File: src/rtl/lifo_unloader.sv
// -----------------------------------------------------------------------------
// lifo_unloader
//
// Drain stage that sits directly downstream of a LIFO stack. A drain_start
// pulse in IDLE snapshots the LIFO occupancy and pops exactly that many words.
// The words go out on a valid/ready stream through a 2-entry skid buffer,
// newest first. The final word is tagged with m_last, and upstream pushes are
// blocked for the whole drain.
//
// Optional feature macro: LIFO_UNLOADER_ABORT_EN
//   When defined, adds the drain_abort input. It cancels a drain in progress:
//   popping stops, buffered words and any in-flight word are dropped, and the
//   block returns to IDLE without pulsing done.
//
// Ports
//   clk          : clock; all logic runs on its rising edge
//   rst          : synchronous active-high reset
//   drain_abort  : (LIFO_UNLOADER_ABORT_EN only) cancel the current drain
//   drain_start  : one-cycle drain request; honoured only in IDLE
//   lifo_count   : current LIFO occupancy
//   lifo_pop     : pop strobe to the LIFO
//   lifo_rd_data : popped word, valid one cycle after lifo_pop
//   push_block   : high while draining; upstream must not push
//   m_valid      : output word valid
//   m_ready      : downstream accept
//   m_data       : output word (0 while m_valid is low)
//   m_last       : marks the final word of the drain
//   done         : one-cycle pulse in the first IDLE cycle after a drain
// -----------------------------------------------------------------------------
module lifo_unloader #(
    parameter int DATA_W = 32,
    parameter int DEPTH  = 16,
    localparam int CNT_W = $clog2(DEPTH) + 1
) (
    input  logic              clk,
    input  logic              rst,
`ifdef LIFO_UNLOADER_ABORT_EN
    input  logic              drain_abort,
`endif
    input  logic              drain_start,
    input  logic [CNT_W-1:0]  lifo_count,
    output logic              lifo_pop,
    input  logic [DATA_W-1:0] lifo_rd_data,
    output logic              push_block,
    output logic              m_valid,
    input  logic              m_ready,
    output logic [DATA_W-1:0] m_data,
    output logic              m_last,
    output logic              done
);

    typedef enum logic [0:0] {
        S_IDLE  = 1'b0,
        S_DRAIN = 1'b1
    } state_t;

    state_t             r_state;
    state_t             w_state_next;

    logic [CNT_W-1:0]   r_remaining;   // pops still to issue
    logic [CNT_W-1:0]   r_total;       // words in this drain
    logic [CNT_W-1:0]   r_sent;        // words accepted downstream so far
    logic               r_inflight;    // a pop was issued last cycle
    logic [1:0]         r_occ;         // skid buffer occupancy (0..2)
    logic               r_wr_ptr;
    logic               r_rd_ptr;
    logic               r_done;
    logic [DATA_W-1:0]  r_buf [2];

    logic               w_hs;
    logic               w_abort;
    logic               w_finish;
    logic               w_buf_wr;
    logic               w_buf_rd;
    logic [2:0]         w_avail;
    logic [2:0]         w_after;
    logic [DATA_W-1:0]  w_head;

`ifdef LIFO_UNLOADER_ABORT_EN
    assign w_abort = (r_state == S_DRAIN) && drain_abort;
`else
    assign w_abort = 1'b0;
`endif

    // ---------------------------------------------------------------------
    // Output side. The word returning from the LIFO is forwarded straight
    // to the output when the buffer is empty. This gives first-valid two
    // cycles after drain_start and one word per cycle sustained. If that
    // word is not accepted, it is captured into the buffer, so m_data stays
    // stable under back-pressure.
    // ---------------------------------------------------------------------
    assign m_valid = (r_occ != 2'd0) || r_inflight;
    assign w_head  = (r_occ != 2'd0) ? r_buf[r_rd_ptr] : lifo_rd_data;
    assign m_data  = m_valid ? w_head : '0;
    assign m_last  = m_valid && ((r_sent + CNT_W'(1)) == r_total);
    assign w_hs    = m_valid && m_ready;
    assign done    = r_done;

    // Words held or arriving, and how many remain after this cycle's accept.
    assign w_avail = {1'b0, r_occ} + {2'b00, r_inflight};
    assign w_after = w_avail - {2'b00, w_hs};

    // The in-flight word enters the buffer unless it was accepted on the
    // bypass path this cycle.
    assign w_buf_wr = (r_state == S_DRAIN) && !w_abort && r_inflight
                      && !((r_occ == 2'd0) && w_hs);
    assign w_buf_rd = w_hs && (r_occ != 2'd0);

    // ---------------------------------------------------------------------
    // FSM
    // ---------------------------------------------------------------------
    always_ff @(posedge clk) begin
        if (rst) begin
            r_state <= S_IDLE;
        end else begin
            r_state <= w_state_next;
        end
    end

    always_comb begin
        w_state_next = r_state;
        lifo_pop     = 1'b0;
        push_block   = 1'b0;
        w_finish     = 1'b0;
        case (r_state)
            S_IDLE: begin
                if (drain_start) begin
                    w_state_next = S_DRAIN;
                end
            end
            S_DRAIN: begin
                push_block = 1'b1;
                if (w_abort) begin
                    w_state_next = S_IDLE;
                end else begin
                    // Pop only if the word would still have a buffer slot
                    // once it arrives.
                    lifo_pop = (r_remaining != '0) && (w_after < 3'd2);
                    // Exit as soon as the final word is accepted, so done
                    // lands in the cycle right after that accept.
                    if ((r_remaining == '0) && (w_after == 3'd0)) begin
                        w_state_next = S_IDLE;
                        w_finish     = 1'b1;
                    end
                end
            end
            default: begin
                w_state_next = S_IDLE;
            end
        endcase
    end

    // ---------------------------------------------------------------------
    // Counters and buffer pointers
    // ---------------------------------------------------------------------
    always_ff @(posedge clk) begin
        if (rst) begin
            r_remaining <= '0;
            r_total     <= '0;
            r_sent      <= '0;
            r_inflight  <= 1'b0;
            r_occ       <= 2'd0;
            r_wr_ptr    <= 1'b0;
            r_rd_ptr    <= 1'b0;
            r_done      <= 1'b0;
        end else begin
            r_done <= w_finish;
            if (r_state == S_IDLE) begin
                // Continuously snapshot occupancy so the value seen with
                // drain_start becomes the drain length.
                r_remaining <= lifo_count;
                r_total     <= lifo_count;
                r_sent      <= '0;
                r_inflight  <= 1'b0;
                r_occ       <= 2'd0;
                r_wr_ptr    <= 1'b0;
                r_rd_ptr    <= 1'b0;
            end else if (w_abort) begin
                r_inflight  <= 1'b0;
                r_occ       <= 2'd0;
                r_wr_ptr    <= 1'b0;
                r_rd_ptr    <= 1'b0;
            end else begin
                if (lifo_pop) begin
                    r_remaining <= r_remaining - CNT_W'(1);
                end
                r_inflight <= lifo_pop;
                if (w_buf_wr) begin
                    r_wr_ptr <= ~r_wr_ptr;
                end
                if (w_buf_rd) begin
                    r_rd_ptr <= ~r_rd_ptr;
                end
                r_occ <= r_occ + 2'(w_buf_wr) - 2'(w_buf_rd);
                if (w_hs) begin
                    r_sent <= r_sent + CNT_W'(1);
                end
            end
        end
    end

    // Skid buffer storage. It needs no reset because m_data is gated by
    // m_valid.
    generate
        for (genvar gi = 0; gi < 2; gi++) begin : g_buf
            always_ff @(posedge clk) begin
                if (w_buf_wr && (r_wr_ptr == 1'(gi))) begin
                    r_buf[gi] <= lifo_rd_data;
                end
            end
        end
    endgenerate

endmodule

File: config.mk
export PLATFORM = sky130hd
export DESIGN_NAME = lifo_unloader
export DESIGN_NICKNAME = d
export VERILOG_FILES = /design/src/rtl/lifo_unloader.sv
export SDC_FILE = /design/constraint.sdc
export NUM_CORES = 1
export LEC_CHECK = 0
export ABC_CLOCK_PERIOD_IN_PS = 4100
export CELL_PAD_IN_SITES_DETAIL_PLACEMENT = 2
export CELL_PAD_IN_SITES_GLOBAL_PLACEMENT = 2
export CORE_MARGIN = 1
export CORE_UTILIZATION = 30
export DETAILED_ROUTE_END_ITERATION = 7
export DONT_BUFFER_PORTS = 1
export PLACE_DENSITY_LB_ADDON = 0.1
export SLEW_MARGIN = 20
export SYNTH_ARGS = -nofsm -noshare
export SYNTH_HDL_FRONTEND = slang
export SYNTH_SLANG_ARGS = --single-unit
File: constraint.sdc
create_clock -name clk -period 4.1 [get_ports clk]
set_input_delay 0.615 -clock clk [delete_from_list [all_inputs] [get_ports clk]]
set_output_delay 0.615 -clock clk [all_outputs]
set_load 0.1 [all_outputs]
Yosys cells after proc, flatten, opt, wreduce, memory -nomap -nowiden
Memories as Yosys holds them, arrays and structs flattened. A register that Yosys moved wholly into a read port is not among the register bits.
Index checks and enable logic that the tools add are counted.
{ "classes": {"n_addsub": 6, "n_lt_le_gt_ge": 1, "eq_ne": 2, "mux": 19, "bitwise": 3, "n_reduce_logical": 19} }
{ "ops": {"columns": ["op", "count"], "rows": [
  ["32-bit two-way mux", 3],
  ["32-bit OR reduction", 1],
  ["1-bit two-way mux", 13],
  ["1-bit logical AND", 10],
  ["5-bit two-way mux", 2],
  ["5-bit by 1-bit adder with 5-bit output (second input constant)", 1],
  ["5-bit equality test", 1],
  ["5-bit logical NOT", 1],
  ["5-bit nonzero test", 1],
  ["5-bit by 1-bit subtractor with 5-bit output (second input constant)", 1],
  ["2-bit by 1-bit adder with 3-bit output", 1],
  ["3-bit logical NOT", 1],
  ["3-bit by 2-bit less-than comparator with 1-bit output (second input constant)", 1],
  ["1-bit inverter", 3],
  ["3-bit by 1-bit subtractor with 3-bit output", 1],
  ["2-bit by 1-bit adder with 2-bit output", 1],
  ["2-bit logical NOT", 1],
  ["2-bit inequality test (second input constant)", 1],
  ["1-bit case mux with 2 select lines", 1],
  ["2-bit nonzero test", 1],
  ["2-bit OR reduction", 1],
  ["2-bit by 1-bit subtractor with 2-bit output", 1],
  ["1-bit logical NOT", 1],
  ["1-bit logical OR", 1]
]} }
{ "word_totals": {"register_bits": 22, "ram_bits": 64, "inputBits": 41, "output_inout_bits": 37, "word_cells": 60, "mem_count": 1} }
{ "mem_list": {"columns": ["memory", "words", "width", "rd", "rd_ports_with_merged_regs", "write_ports", "line_no", "rtl"], "rows": [
  ["r_buf", 2, 32, 1, 1, 1, "68", "logic [DATA_W-1:0] r_buf [2];"]
]} }

Logic depth before layout (Yosys ltp)
Gate-level depths: netlist of the first run.
{ "logic_depth": {"ltp_word": 11, "depth_mapped": 12, "ltp_nobuf": 9} }

Worst setup path after synthesis of the first run
Ideal clock, no wire load.
{ "synth_path": {"kind": "register to output", "from": "register r_inflight", "to": "output m_last", "arrival_time_ns": 6.476, "required_time_ns": 3.485, "setup_slack_ns": -2.991, "stages_incl_launch_ff": 6, "n_path_buf": 2, "cell_sequence": "dfxtp_1 clkbuf_1 or3_2 clkbuf_1 nand3_1 a2111oi_0"} }
{ "synth_between": {"elab_chain_len": 2} }
{ "synth_lines": {"columns": ["item", "line_no", "rtl"], "rows": [
  ["from (decl)", "63", "logic r_inflight;"],
  ["from (signal assigned)", "187", "r_inflight <= lifo_pop;"],
  ["1-bit logical OR", "92", "assign m_valid = (r_occ != 2'd0) || r_inflight;"],
  ["via m_valid", "45", "output logic m_valid,"],
  ["1-bit logical AND", "95", "assign m_last = m_valid && ((r_sent + CNT_W'(1)) == r_total);"],
  ["to (decl)", "48", "output logic m_last,"]
]} }
The timed path passes the listed nets, and every way through them passes these cells.

Worst setup path after layout of the first run
{ "layout_path": {"from": "register r_occ[1]", "to": "output lifo_pop"} }
{ "layout_between": {"elab_chain_len": 7, "elab_cells_between_ends": 8, "classes_between": "add/sub: 2; order compare: 1; mux: 1; reduce/logical: 4"} }
{ "layout_lines": {"columns": ["item", "line_no", "rtl"], "rows": [
  ["from (decl)", "64", "logic [1:0] r_occ;"],
  ["from (signal assigned)", "194", "r_occ <= r_occ + 2'(w_buf_wr) - 2'(w_buf_rd);"],
  ["parallel branches: the longest is 3 deep, another holds 2-bit by 1-bit adder with 3-bit output", null, null],
  ["3-bit by 1-bit subtractor with 3-bit output *", "101", "assign w_after = w_avail - {2'b00, w_hs};"],
  ["3-bit by 2-bit less-than comparator with 1-bit output *", "138", "lifo_pop = (r_remaining != '0) && (w_after < 3'd2);"],
  ["1-bit logical AND *", "138", null],
  ["1-bit two-way mux *", "125", "case (r_state)"],
  ["to (decl)", "42", "output logic lifo_pop,"]
]} }
Mark *: on every way between the ends.

==> flow_summary.json, run 1 <==
{
  "status": "completed",
  "dieArea_um2": 13100,
  "fin_setup_tns_ns": 0,
  "drt_pass1_iterations": 4,
  "p_int_mw": 1.49,
  "grt_max_degree": 35,
  "ys_seq_area_share_pct": 62.8,
  "drive_above_1_share_pct": 22.5,
  "overflow": 0,
  "synth_top_cell_area_share_pct": 50.7,
  "cp-end-kind": "output port",
  "synth_edf_count": 64,
  "synth_most_common_cell": "edfxtp_1",
  "max-clock-path-buffers": 2,
  "setup_violations": 0,
  "met2_length_mm": 4.60,
  "fmax_ghz": 0.266,
  "hold_buffers": 0,
  "synth_area_per_cell_um2": 12.2,
  "power_mw": 2.05,
  "maxSlewHeadroom_pct": 25.4,
  "io_pins": 78,
  "rows": 40,
  "ys_types": 36,
  "coreArea_um2": 12200,
  "synth_top_family_by_area": "simple AND/OR/NAND/NOR gates",
  "grt_pass1_vias": 2758,
  "max_cap_violations": 0,
  "clock_latency_ns": 0.34,
  "portBuffers": 0,
  "dr_total_vias": 2490,
  "path_cells": "or3_2 > nand3_1 > o21ai_0 > ha_1 > fa_1 > xnor2_1 > nor3_1 > and2_2 > buf_12",
  "initial_utilization_pct": 31.2,
  "drv_slew": 0,
  "nFillCells": 1268,
  "die_x_um": 114,
  "gp_congestion": 0.711,
  "netlist_top_cells_count": "edfxtp_1 (64), nand3_1 (37), mux2i_1 (36), o21ai_0 (36), dfxtp_1 (23)",
  "dp_hpwl_mm": 6.02,
  "swShare_pct": 27.0,
  "routed-wl-met3_um": 510,
  "synth.area.top_cells": "edfxtp_1 (51%), dfxtp_1 (12%), mux2i_1 (9.5%), nand3_1 (4.9%), o21ai_0 (4.7%)",
  "setup_ws_ns": 0.342,
  "synth_xor_area_share_pct": 3.69,
  "cp-start-kind": "register",
  "min_period_over_period_pct": 91.7,
  "synth.area.mux_share_pct": 9.50,
  "synth_compound_area_share_pct": 7.42,
  "yosys.area_share.simple_pct": 11.2,
  "finalHoldViolations": 0,
  "p_switching_mw": 0.554,
  "cts-root-buf": "clkbuf_16",
  "seq_power_share_pct": 47.6,
  "crit_fanout": 5,
  "diodes": 0,
  "cp_slowest_cell": "or3_2",
  "syn2layout_area_growth_pct": 20.6,
  "leakagePower_nw": 1.50,
  "max_stage_delay_ns": 0.49,
  "cts.reportedPaths.clkPinSlew_ns": 0.06,
  "cts_made_buffers": 9,
  "drc": 0,
  "ys_ff_latch": 87,
  "topRoutingLayerUsed": "met4",
  "htree_levels": 3,
  "fin_worst_skew_ns": 0.00697,
  "synth_largest_area_cell": "edfxtp_1",
  "synthAdderAreaFrac_pct": 2.51,
  "cts_sinks": 87,
  "power.density_nw_per_um2": 447,
  "place_ws_ns": 0.694,
  "grt_antenna_before_repair": 0,
  "clkPwrFrac_pct": 38.7,
  "synthFlopType": "edfxtp_1",
  "worstHoldPathType": "primary input to register",
  "die_h_um": 114,
  "worstMarginPinSlew_ns": 1.12,
  "crit_type": "register to output port",
  "wl_met1_mm": 3.82,
  "ant_nets": 0,
  "drt-total-wl_mm": 9.10,
  "nets": 372,
  "cp_data_required_time_ns": 3.48,
  "vdd_drop_max_uv": 164,
  "synthesis.area_um2": 3790,
  "avgViaCountPerCell": 5.01,
  "grt_pass1_wl_mm": 14.6,
  "cts_tree": "done",
  "crit_arrival_ns": 3.14,
  "wl_per_cell_um": 18.3,
  "async_flop_share_pct": 0,
  "ys_warn_count": 0,
  "drt_iter0_drc": 61,
  "synth_fp_nets": 358,
  "rsz0062_at_grt": "false",
  "comb_power_share_pct": 13.7,
  "synth_cells": 310,
  "grt_usage_pct": 15.1,
  "period_needed_ns": 3.76,
  "whs_ns": 0.341,
  "cts_resized": 0,
  "cts_setup_buffers": 0
}
## power by group through the flow
| stage | combinational (mW) | sequential, mW | clock [mW] |
|---|---|---|---|
| after detailed placement | 0.284 | 0.993 | 0 |
| final | 0.281 | 0.974 | 0.792 |
| after CTS | 0.285 | 0.974 | 0.823 |
| after floorplan | 0.218 | 0.996 | 0 |
| after global placement | 0.280 | 0.992 | 0 |
| after global routing | 0.298 | 0.975 | 0.866 |
## routing by layer
| metal | track usage, % | vias to the layer above |
|---|---|---|
| met3 | 4.08 | 11 |
| met4 | 7.53 | 0 |
| li1 | - | 1176 |
| met5 | 0 | - |
| met2 | 25.8 | 54 |
| met1 | 17.3 | 1249 |
## cell families after synthesis
logic type,Yosys count
simple gates,84
buf+inv,29
mux,36
flops,87
xor+xnor,16
compound gates,51
fa+ha+maj,7
## placed cells by master (no fill, tap or decap), types with 2 or more instances in the layout
master     count
edfxtp_1      64
nand3_1       37
mux2i_1       36
o21ai_2       32
dfxtp_1       22
buf_4         22
nor2_1        15
xnor2_1       10
clkbuf_16      9
inv_1          8
nand2_1        7
xor2_1         6
ha_1           6
a21oi_1        5
o21ai_0        4
nor3_1         4
nand2b_1       3
a211oi_1       3
clkbuf_1       3
nor2_4         2
and2_2         2
and2_1         2
nor4b_1        2
or3_1          2
o211ai_1       2
clkinv_1       2
## cell type report
class	count	area [um^2]	share of cell area, %
sequential	87	2380	52.1
multi-input combinational	194	1460	31.8
clock buffer	12	236	5.17
timing repair buffer	24	213	4.65
tap	168	210	4.59
clock inverter	4	46.3	1.01
inverter	8	30.0	0.656
## registers in the layout, summed over array words and instances (netlist names), named ones only
signal	cells
done	1
r_buf	64
r_inflight	1
r_occ	2
r_rd_ptr	1
r_remaining	5
r_sent	5
r_state	1
r_total	5
r_wr_ptr	1
## critical path: cells and delay by family, from the launching register on
| kind | cells | cell delay (ns) |
|---|---|---|
| AO/OA/AOI/OAI | 1 | 0.11 |
| XOR/XNOR | 1 | 0.17 |
| adder cells (fa/ha/maj) | 2 | 0.58 |
| buffers and inverters | 1 | 0.17 |
| flip-flops | 1 | 0.38 |
| AND/OR/NAND/NOR | 4 | 1.39 |
## metrics by stage
stage	area, um^2	cells	utilization [%]
6_report	4580	497	37.6
5_1_grt	4580	497	37.6
4_1_cts	4580	497	37.6
3_5_place_dp	4290	481	35.3
3_3_place_gp	4290	481	35.3
2_1_floorplan	3800	310	-
## path summary, 6_finish.rpt
path	start	endpoint	slack, ns	depth (start not counted)
worst max register to register	r_occ[1]	r_remaining[4]	1.05	9
worst min register to register	r_sent[1]	r_sent[1]	0.48	2
worst min-delay path	rst	r_total[3]	0.34	1
worst max-delay path	r_occ[1]	lifo_pop	0.34	9
(Power assumes the default switching activity.)
==> run 2, diff against run 1 <==
- GPL_TIMING_DRIVEN: not set -> 0
==> run 2 against run 1 <==
Effect of this change:
- clock power down 4.7%
- non-clock buffer count is the same
- largest power group unchanged
- register-to-register slack worse by 0.46 ns
- clock-buffer cell count is 1 higher
- clock skew down 0.0023 ns
- critical path type unchanged
- core utilization is 0.51 points lower
- maximum frequency fell by 4.1%
- cell area down 1.4%
- power down 2.2%
==> flow_summary.json, run 2 (synthesis gave the netlist of run 1 again) <==
{
  "min_period_over_period_pct": 95.6,
  "rsz0062_at_grt": "false",
  "diodes": 0,
  "ant_nets": 0,
  "max-clock-path-buffers": 2,
  "maxSlewHeadroom_pct": 24.1,
  "fin_worst_skew_ns": 0.00468,
  "layout_common_cells": "edfxtp_1 (64), nand3_1 (37), mux2i_1 (36)",
  "overflow": 0,
  "rows": 40,
  "avgViaCountPerCell": 5.06,
  "cts_sinks": 87,
  "worstMarginPinSlew_ns": 1.14,
  "cts.reportedPaths.clkPinSlew_ns": 0.06,
  "setup_violations": 0,
  "initial_utilization_pct": 31.2,
  "cts_made_buffers": 9,
  "clock_latency_ns": 0.34,
  "worstHoldPathType": "primary input to register",
  "hold_buffers": 0,
  "drc": 0,
  "htree_levels": 3,
  "grt_pass1_vias": 2813,
  "grt_antenna_before_repair": 0,
  "vdd_drop_max_uv": 139,
  "grt_max_degree": 18,
  "drv_slew": 0,
  "max_cap_violations": 0,
  "cts-root-buf": "clkbuf_16",
  "postLayoutCoreUtil_pct": 37.1,
  "cts_tree": "done",
  "grt_pass1_wl_mm": 15.1,
  "dieArea_um2": 13100,
  "syn2layout_area_growth_pct": 19.0,
  "coreArea_um2": 12200,
  "regMostFlops": "r_buf",
  "dp_hpwl_mm": 6.64,
  "drt-total-wl_mm": 9.42,
  "design_area_um2": 4510,
  "power.density_nw_per_um2": 443,
  "leakagePower_nw": 1.42,
  "dpl_cell_area_um2": 4220,
  "nets": 372,
  "die_x_um": 114,
  "io_pins": 78,
  "drive_above_1_share_pct": 17.0,
  "largest_reg_flops": 64,
  "dp.cells": 481,
  "dr_total_vias": 2516,
  "drt_iter0_drc": 79,
  "cp-end-kind": "output port",
  "status": "completed",
  "fmax_ghz": 0.255,
  "grt_usage_pct": 15.8,
  "crit_type": "register to output port",
  "period_needed_ns": 3.92,
  "finalHoldViolations": 0,
  "portBuffers": 0,
  "cp_data_required_time_ns": 3.48,
  "gp_congestion": 0.727,
  "die_h_um": 114,
  "final_cells": 497,
  "power_mw": 2.00,
  "crit_fanout": 7,
  "fin_setup_tns_ns": 0,
  "cp-start-kind": "register",
  "wl_per_cell_um": 19.0,
  "crit_arrival_ns": 3.30,
  "final_common_cell": "edfxtp_1",
  "drt_pass1_iterations": 4
}
## run 2: final timing paths
path                         from  slack [ns]  depth (start not counted)             end
setup / recovery       r_inflight        0.18                          9        lifo_pop
setup reg to reg       r_inflight        0.59                         12  r_remaining[4]
hold / removal    lifo_rd_data[5]        0.36                          0     r_buf[1][5]
hold reg to reg         r_sent[1]        0.47                          2       r_sent[1]
## run 2: layout make-up
type                       count  area, um^2
buffer                        21        90.1
clock buffer                  13         250
clock inverter                 3        18.8
fill                        1265        7650
inverter                       8        30.0
multi-input combinational    194        1460
sequential                    87        2380
tap                          168         210
timing repair buffer           3        70.1
## run 2: power breakdown
part | leakage (nW) | switching [mW] | internal [mW]
logic | 0.525 | 0.211 | 0.0542
clock network | 0.134 | 0.329 | 0.427
registers | 0.764 | 0.0206 | 0.960
total | 1.42 | 0.560 | 1.44
## run 2: per-layer routing
layer  vias to the layer above  routed length, um  GRT usage [%]
met4                         0                150           7.01
met1                      1270               4080           18.7
met3                        11                490           4.18
li1                       1175                  -              -
met2                        60               4710           26.9
met5                         -                  0              0
## run 2: through the flow
stage	hold WS (ns)	worst slack, ns
after global placement	0.470	-0.584
final	0.362	0.182
after detailed placement	0.468	-0.291
after global routing	0.348	0.0237
after CTS	0.346	0.107
after floorplan	0.454	0.195
## run 2: critical path, cell delays in order, from the launching register on
cell      delay, ns
dfxtp_1        0.31
clkbuf_1       0.20
or3_2          0.52
clkbuf_8       0.24
nand3_1        0.16
o21ai_0        0.10
ha_1           0.20
fa_1           0.51
nor3_4         0.32
and2_4         0.39
## run 2: what timing repair did
item	4_1_cts	5_1_grt
buffers inserted	0	0
resized for setup	5	0
endpoints found under the setup margin	1	0
==> edit 1 (settings of run 1) <==
Build with the macro `LIFO_UNLOADER_ABORT_EN` defined.
--- a/src/rtl/lifo_unloader.sv
+++ b/src/rtl/lifo_unloader.sv
@@ -27,6 +27,8 @@
 //   m_last       : marks the final word of the drain
 //   done         : one-cycle pulse in the first IDLE cycle after a drain
 // -----------------------------------------------------------------------------
+`define LIFO_UNLOADER_ABORT_EN
+
 module lifo_unloader #(
     parameter int DATA_W = 32,
     parameter int DEPTH  = 16,
Interface: changed (added drain_abort); port bits go from 78 to 79. No check against the original RTL was run, so the function may have changed too.
==> edit 1 against run 1 <==
- area after synthesis grew 1.1%
- routed wire length shrank 1.3%
- final cell count is 1.0% higher
- register-to-register slack improved by 0.37 ns
- hold slack improved by 0.0023 ns
- synthesized cell count grew 1.9%
- sequential cell count did not move
- worst setup slack improved by 0.50 ns
- count of clock-buffer cells in the layout is the same
- final area hardly changed
- non-clock buffer count is 1 lower
- largest cell class unchanged
Power is not compared: it rests on default switching activity, and its combinational part moved more than twofold at a synthesized area within 25%.
==> edit 1: results (changes against run 1) <==
===============================================================================
Cell types with the largest area share after synthesis ........... sky130_fd_sc_hd__edfxtp_1 50%, sky130_fd_sc_hd__dfxtp_1 12%, sky130_fd_sc_hd__mux2i_1 9.4%
R2R Path Start ................................................... r_occ[0]$_SDFF_PP0_
DP Area ..........................................................    4290 um^2   about the same
Post-layout instance count excluding filler cells ................          502   +1.0%
Fill cell instance count of the final layout .....................         1293   +2.0%
Share of the final layout cell area in sequential cells ..........        52.1%   about the same
Final worst hold slack ...........................................     0.343 ns   +0.00231 ns
Total track usage ................................................        14.7%   -0.35 points
Non-clk bufs .....................................................           23   -4.2%
Highest net fanout along the worst path ..........................            4   -1
Iteration-0 DRC count of the detailed router .....................           76   +25%
Net Count, Synth .................................................          365   +2.0%
Cell area after synthesis ........................................    3830 um^2   +1.1%
Number of nets in the layout .....................................          378   +1.6%
Data arrival time of the worst path ..............................      2.65 ns   -0.49 ns
Yosys cell types .................................................           39   +8.3%
Number of global-route vias before repair ........................         2736   -0.80%
Cell area after layout ...........................................    4580 um^2   about the same
Maximum clock frequency ..........................................    0.307 GHz   +15%
Relative area of clock buffers and inverters in the final design .        6.18%   about the same
Crit path max-delay family .......................................  adder cells
Worst Clk Skew ...................................................   0.00511 ns   -0.00186 ns
Placer's final routability congestion estimate ...................        0.717   +0.76%
Sequential area share after synthesis ............................        62.1%   -0.68 points
Standard cell with the maximum stage delay on the critical path .. sky130_fd_sc_hd__fa_1
Cell total after placement .......................................          486   +1.0%
Non-clock buffering overhead in the final layout .................        4.05%   -0.60 points
Worst slew pin tran ..............................................      1.13 ns   +0.00637 ns
Register containing the most flip-flops in the final layout ......        r_buf
Worst min-delay path endpoint .................................... r_remaining[2]$_SDFFE_PP0P_
Multi-input gate area in the final layout ........................    1480 um^2   +1.7%
Result of the run ................................................ finished clean
Mapped Cells .....................................................          316   +1.9%
Multi-Input Combinational ........................................          200   +3.1%
Global-route wire length before repair ...........................     14400 um   -1.5%
Detailed Route WL ................................................      8980 um   -1.3%
Detailed placer's ending HPWL ....................................      6040 um   +0.35%
FF-to-FF setup slack .............................................      1.42 ns   +0.37 ns
Most instantiated cells after synthesis .......................... 64 x sky130_fd_sc_hd__edfxtp_1, 37 x sky130_fd_sc_hd__o21ai_0, 36 x sky130_fd_sc_hd__mux2i_1, 36 x sky130_fd_sc_hd__nand3_1, 23 x sky130_fd_sc_hd__dfxtp_1
===============================================================================
## edit 1: cell types whose count changed after synthesis, sizes merged, moves of 2 or more
cell / delta
a311oi: +2
and2: -2
nand2: +2
nor2: +3
nor3: -3
nor4b: -2
## edit 1: metal layers
metal	vias up	track usage, %	routed length, um
li1	1196	-	-
met1	1251	17.7	4110
met2	51	24.7	4240
met3	11	3.48	454
met4	0	7.53	175
met5	-	0	0
## edit 1: logic make-up after synthesis
| logic type | count (synthesis) | share of synthesized area, % |
|---|---|---|
| buf+inv | 29 | 2.87 |
| fa+ha+maj | 7 | 2.48 |
| flops | 87 | 62.1 |
| simple gates | 90 | 12.1 |
| mux | 36 | 9.40 |
| compound gates | 51 | 7.37 |
| xor+xnor | 16 | 3.65 |
## edit 1: power breakdown
| part | internal, mW | total (mW) | switching, mW | leakage, nW |
|---|---|---|---|---|
| Combinational | 0.0415 | 0.137 | 0.0960 | 0.579 |
| Sequential | 0.954 | 0.976 | 0.0215 | 0.764 |
| Clock | 0.470 | 0.788 | 0.319 | 0.136 |
==> edit 2 (settings of run 1) <==
Made on the original files. Make the reset (`rst`) asynchronous in 2 clocked blocks. Comments in the files are not updated.
--- a/src/rtl/lifo_unloader.sv
+++ b/src/rtl/lifo_unloader.sv
@@ -109,7 +109,7 @@
     // ---------------------------------------------------------------------
     // FSM
     // ---------------------------------------------------------------------
-    always_ff @(posedge clk) begin
+    always_ff @(posedge clk or posedge rst) begin
         if (rst) begin
             r_state <= S_IDLE;
         end else begin
@@ -153,7 +153,7 @@
     // ---------------------------------------------------------------------
     // Counters and buffer pointers
     // ---------------------------------------------------------------------
-    always_ff @(posedge clk) begin
+    always_ff @(posedge clk or posedge rst) begin
         if (rst) begin
             r_remaining <= '0;
             r_total     <= '0;
Behaviour: differs if rst is asserted again (counterexample within 4 cycles, from zero or initial values and one cycle with rst high); with rst held inactive, the same outputs for 10 cycles.
==> edit 2 against run 1 <==
- area after synthesis grew 2.4%
- first-iteration DRC count grew 31%
- final cell count grew 2.0%
- routed wire length grew 5.0%
- fmax grew 1.0%
- sequential cell count shrank 1
- final area grew 4.8%
- critical path depth grew 1
- worst setup slack gained 0.039 ns
- register-to-register slack gained 0.18 ns
- hold slack gained 0.022 ns
- global-route usage grew 0.35 points
- critical path type unchanged
- critical endpoint unchanged
Power is not shown: default switching activity piles up to over one toggle a cycle in this logic, so the estimate is an artifact.
==> edit 2: results (changes against run 1) <==
====================================================================================
Detailed placer's ending HPWL .........................................      6130 um   +1.9%
Multiplexer share of the synthesized area .............................        10.2%   +0.68 points
Number of global-route vias before repair .............................         2796   +1.4%
Total track usage .....................................................        15.4%   +0.35 points
Fraction of the mapped netlist area in compound gates .................        6.34%   -1.1 points
Worst Clk Skew ........................................................   0.00558 ns   -0.00140 ns
Highest net fanout along the worst path ...............................            6   +1
Net Count, Synth ......................................................          348   -2.8%
Cell types with the largest area share after synthesis ................ sky130_fd_sc_hd__edfxtp_1 49%, sky130_fd_sc_hd__dfrtp_1 14%, sky130_fd_sc_hd__mux2i_1 9.0%
Number of H-tree levels ...............................................            3   unchanged
Post-DR vias/cell .....................................................         4.98   -0.52%
Most instantiated cells after synthesis ............................... 64 x sky130_fd_sc_hd__edfxtp_1, 39 x sky130_fd_sc_hd__nand3_1, 35 x sky130_fd_sc_hd__mux2i_1
Synth Warn # ..........................................................            0   unchanged
Library cell used as clock root buffer ................................ sky130_fd_sc_hd__clkbuf_16
Worst slew margin relative to its limit ...............................        26.7%   +1.3 points
Number of iterations in the first detailed-routing pass ...............            4   unchanged
Count of antenna diodes in the layout .................................            0   unchanged
Register containing the most flip-flops in the final layout ...........        r_buf
Detailed Route WL .....................................................      9560 um   +5.0%
Number of nets in the layout ..........................................          378   +1.6%
Buffers added on ports ................................................            0   unchanged
Type of destination of the critical path ..............................   output pin
Result of the run ..................................................... finished clean
Yosys cell types ......................................................           36   unchanged
Share of the synthesized netlist area taken by xor and xnor gates .....        3.35%   -0.35 points
Proportion of layout cells with a drive suffix above 1 ................        30.1%   +7.7 points
Sequential area share after synthesis .................................        63.6%   +0.82 points
Number of enable flip-flop cells after synthesis ......................           64   unchanged
Top routing layer in use ..............................................         met4
Data arrival time of the worst path ...................................      3.10 ns   -0.04 ns
Met2 Wirelength .......................................................      5110 um   +11%
Wire length on met3 ...................................................       499 um   -2.2%
Worst min-delay path category .........................................       in2reg
Total CTS buffers .....................................................            9   unchanged
Fill cell instance count of the final layout ..........................         1320   +4.1%
Latest clock arrival within the worst-skew pair .......................      0.34 ns   about the same
Proportion of synthesized flip-flops having asynchronous set or reset .        25.6%   +26 points
Clock Path Buffers ....................................................            2   unchanged
CTS clock-pin slew for the worst setup and hold paths .................      0.06 ns   about the same
Met1 WL ...............................................................      3800 um   -0.37%
Iteration-0 DRC count of the detailed router ..........................           80   +31%
Global-route wire length before repair ................................     14900 um   +2.3%
Pin count of the biggest net entering global routing ..................           67   +91%
CTS resizes ...........................................................            0   unchanged
Placer's final routability congestion estimate ........................        0.696   -2.1%
Number of flip-flops under the largest register name ..................           64   unchanged
Fraction of the mapped netlist area in adder cells ....................        2.45%   -0.060 points
Antenna violations before repair ......................................            0   unchanged
Setup Buffers After CTS ...............................................            0   unchanged
====================================================================================
-- edit 2: cell families (layout without fill, tap and decap cells) --
logic type,after synthesis,count (layout)
adders and majority gates,7,7
AOI/OAI and AO/OA,46,46
DFF,86,86
and+or+nand+nor,83,83
buffers and inverters,25,60
xor gates and xnor gates,14,14
muxes,39,39
-- edit 2: final timing paths --
path                                        start                endpoint  slack [ns]  cells after the start
max in group asynchronous                     rst    r_rd_ptr$_DFFE_PP0P_        3.07                      1
min in group asynchronous                     rst   r_sent[4]$_DFFE_PP0P_        0.38                      1
setup / recovery               r_occ[1]$_DFF_PP0_                lifo_pop        0.38                     10
hold / removal                   lifo_rd_data[17]  r_buf[1][17]$_DFFE_PP_        0.36                      0
setup reg to reg               r_occ[1]$_DFF_PP0_    r_inflight$_DFF_PP0_        1.23                     10
hold reg to reg            r_total[1]$_DFFE_PP0N_  r_total[1]$_DFFE_PP0N_        0.52                      2
-- edit 2: critical path, stage by stage, from the launching register on --
cell                       delay (ns)
sky130_fd_sc_hd__dfrtp_1         0.56
sky130_fd_sc_hd__or3_4           0.42
sky130_fd_sc_hd__nand2_4         0.10
sky130_fd_sc_hd__mux2i_1         0.14
sky130_fd_sc_hd__ha_1            0.16
sky130_fd_sc_hd__inv_1           0.05
sky130_fd_sc_hd__fa_1            0.40
sky130_fd_sc_hd__xnor2_2         0.25
sky130_fd_sc_hd__nand3b_1        0.25
sky130_fd_sc_hd__nor2_2          0.14
sky130_fd_sc_hd__buf_4           0.30
-- edit 2: routing by layer --
metal  track usage [%]  vias to the layer above
li1                  -                     1167
met1              17.5                     1294
met2              27.3                       54
met3              4.92                       12
met4              5.38                        0
met5                 0                        -
-- edit 2: cell type report --
cell class                      instances  area share (%)
Clock buffer                            9            4.70
Clock inverter                          7            2.53
Inverter                                7           0.548
Multi-Input combinational cell        189            30.4
Sequential cell                        86            51.6
Tap cell                              172            4.49
Timing Repair Buffer                   37            5.79
-- edit 2: through the flow --
stage	util [%]	std cells	hold WS, ns	area (um^2)	worst slack [ns]
finish	38.0	507	0.363	4800	0.380
global route	38.0	507	0.340	4800	0.211
CTS	38.0	507	0.346	4800	0.325
detailed placement	35.3	491	0.515	4450	0.727
global placement	35.3	491	0.494	4450	0.771
floorplan	-	300	0.470	3890	0.117
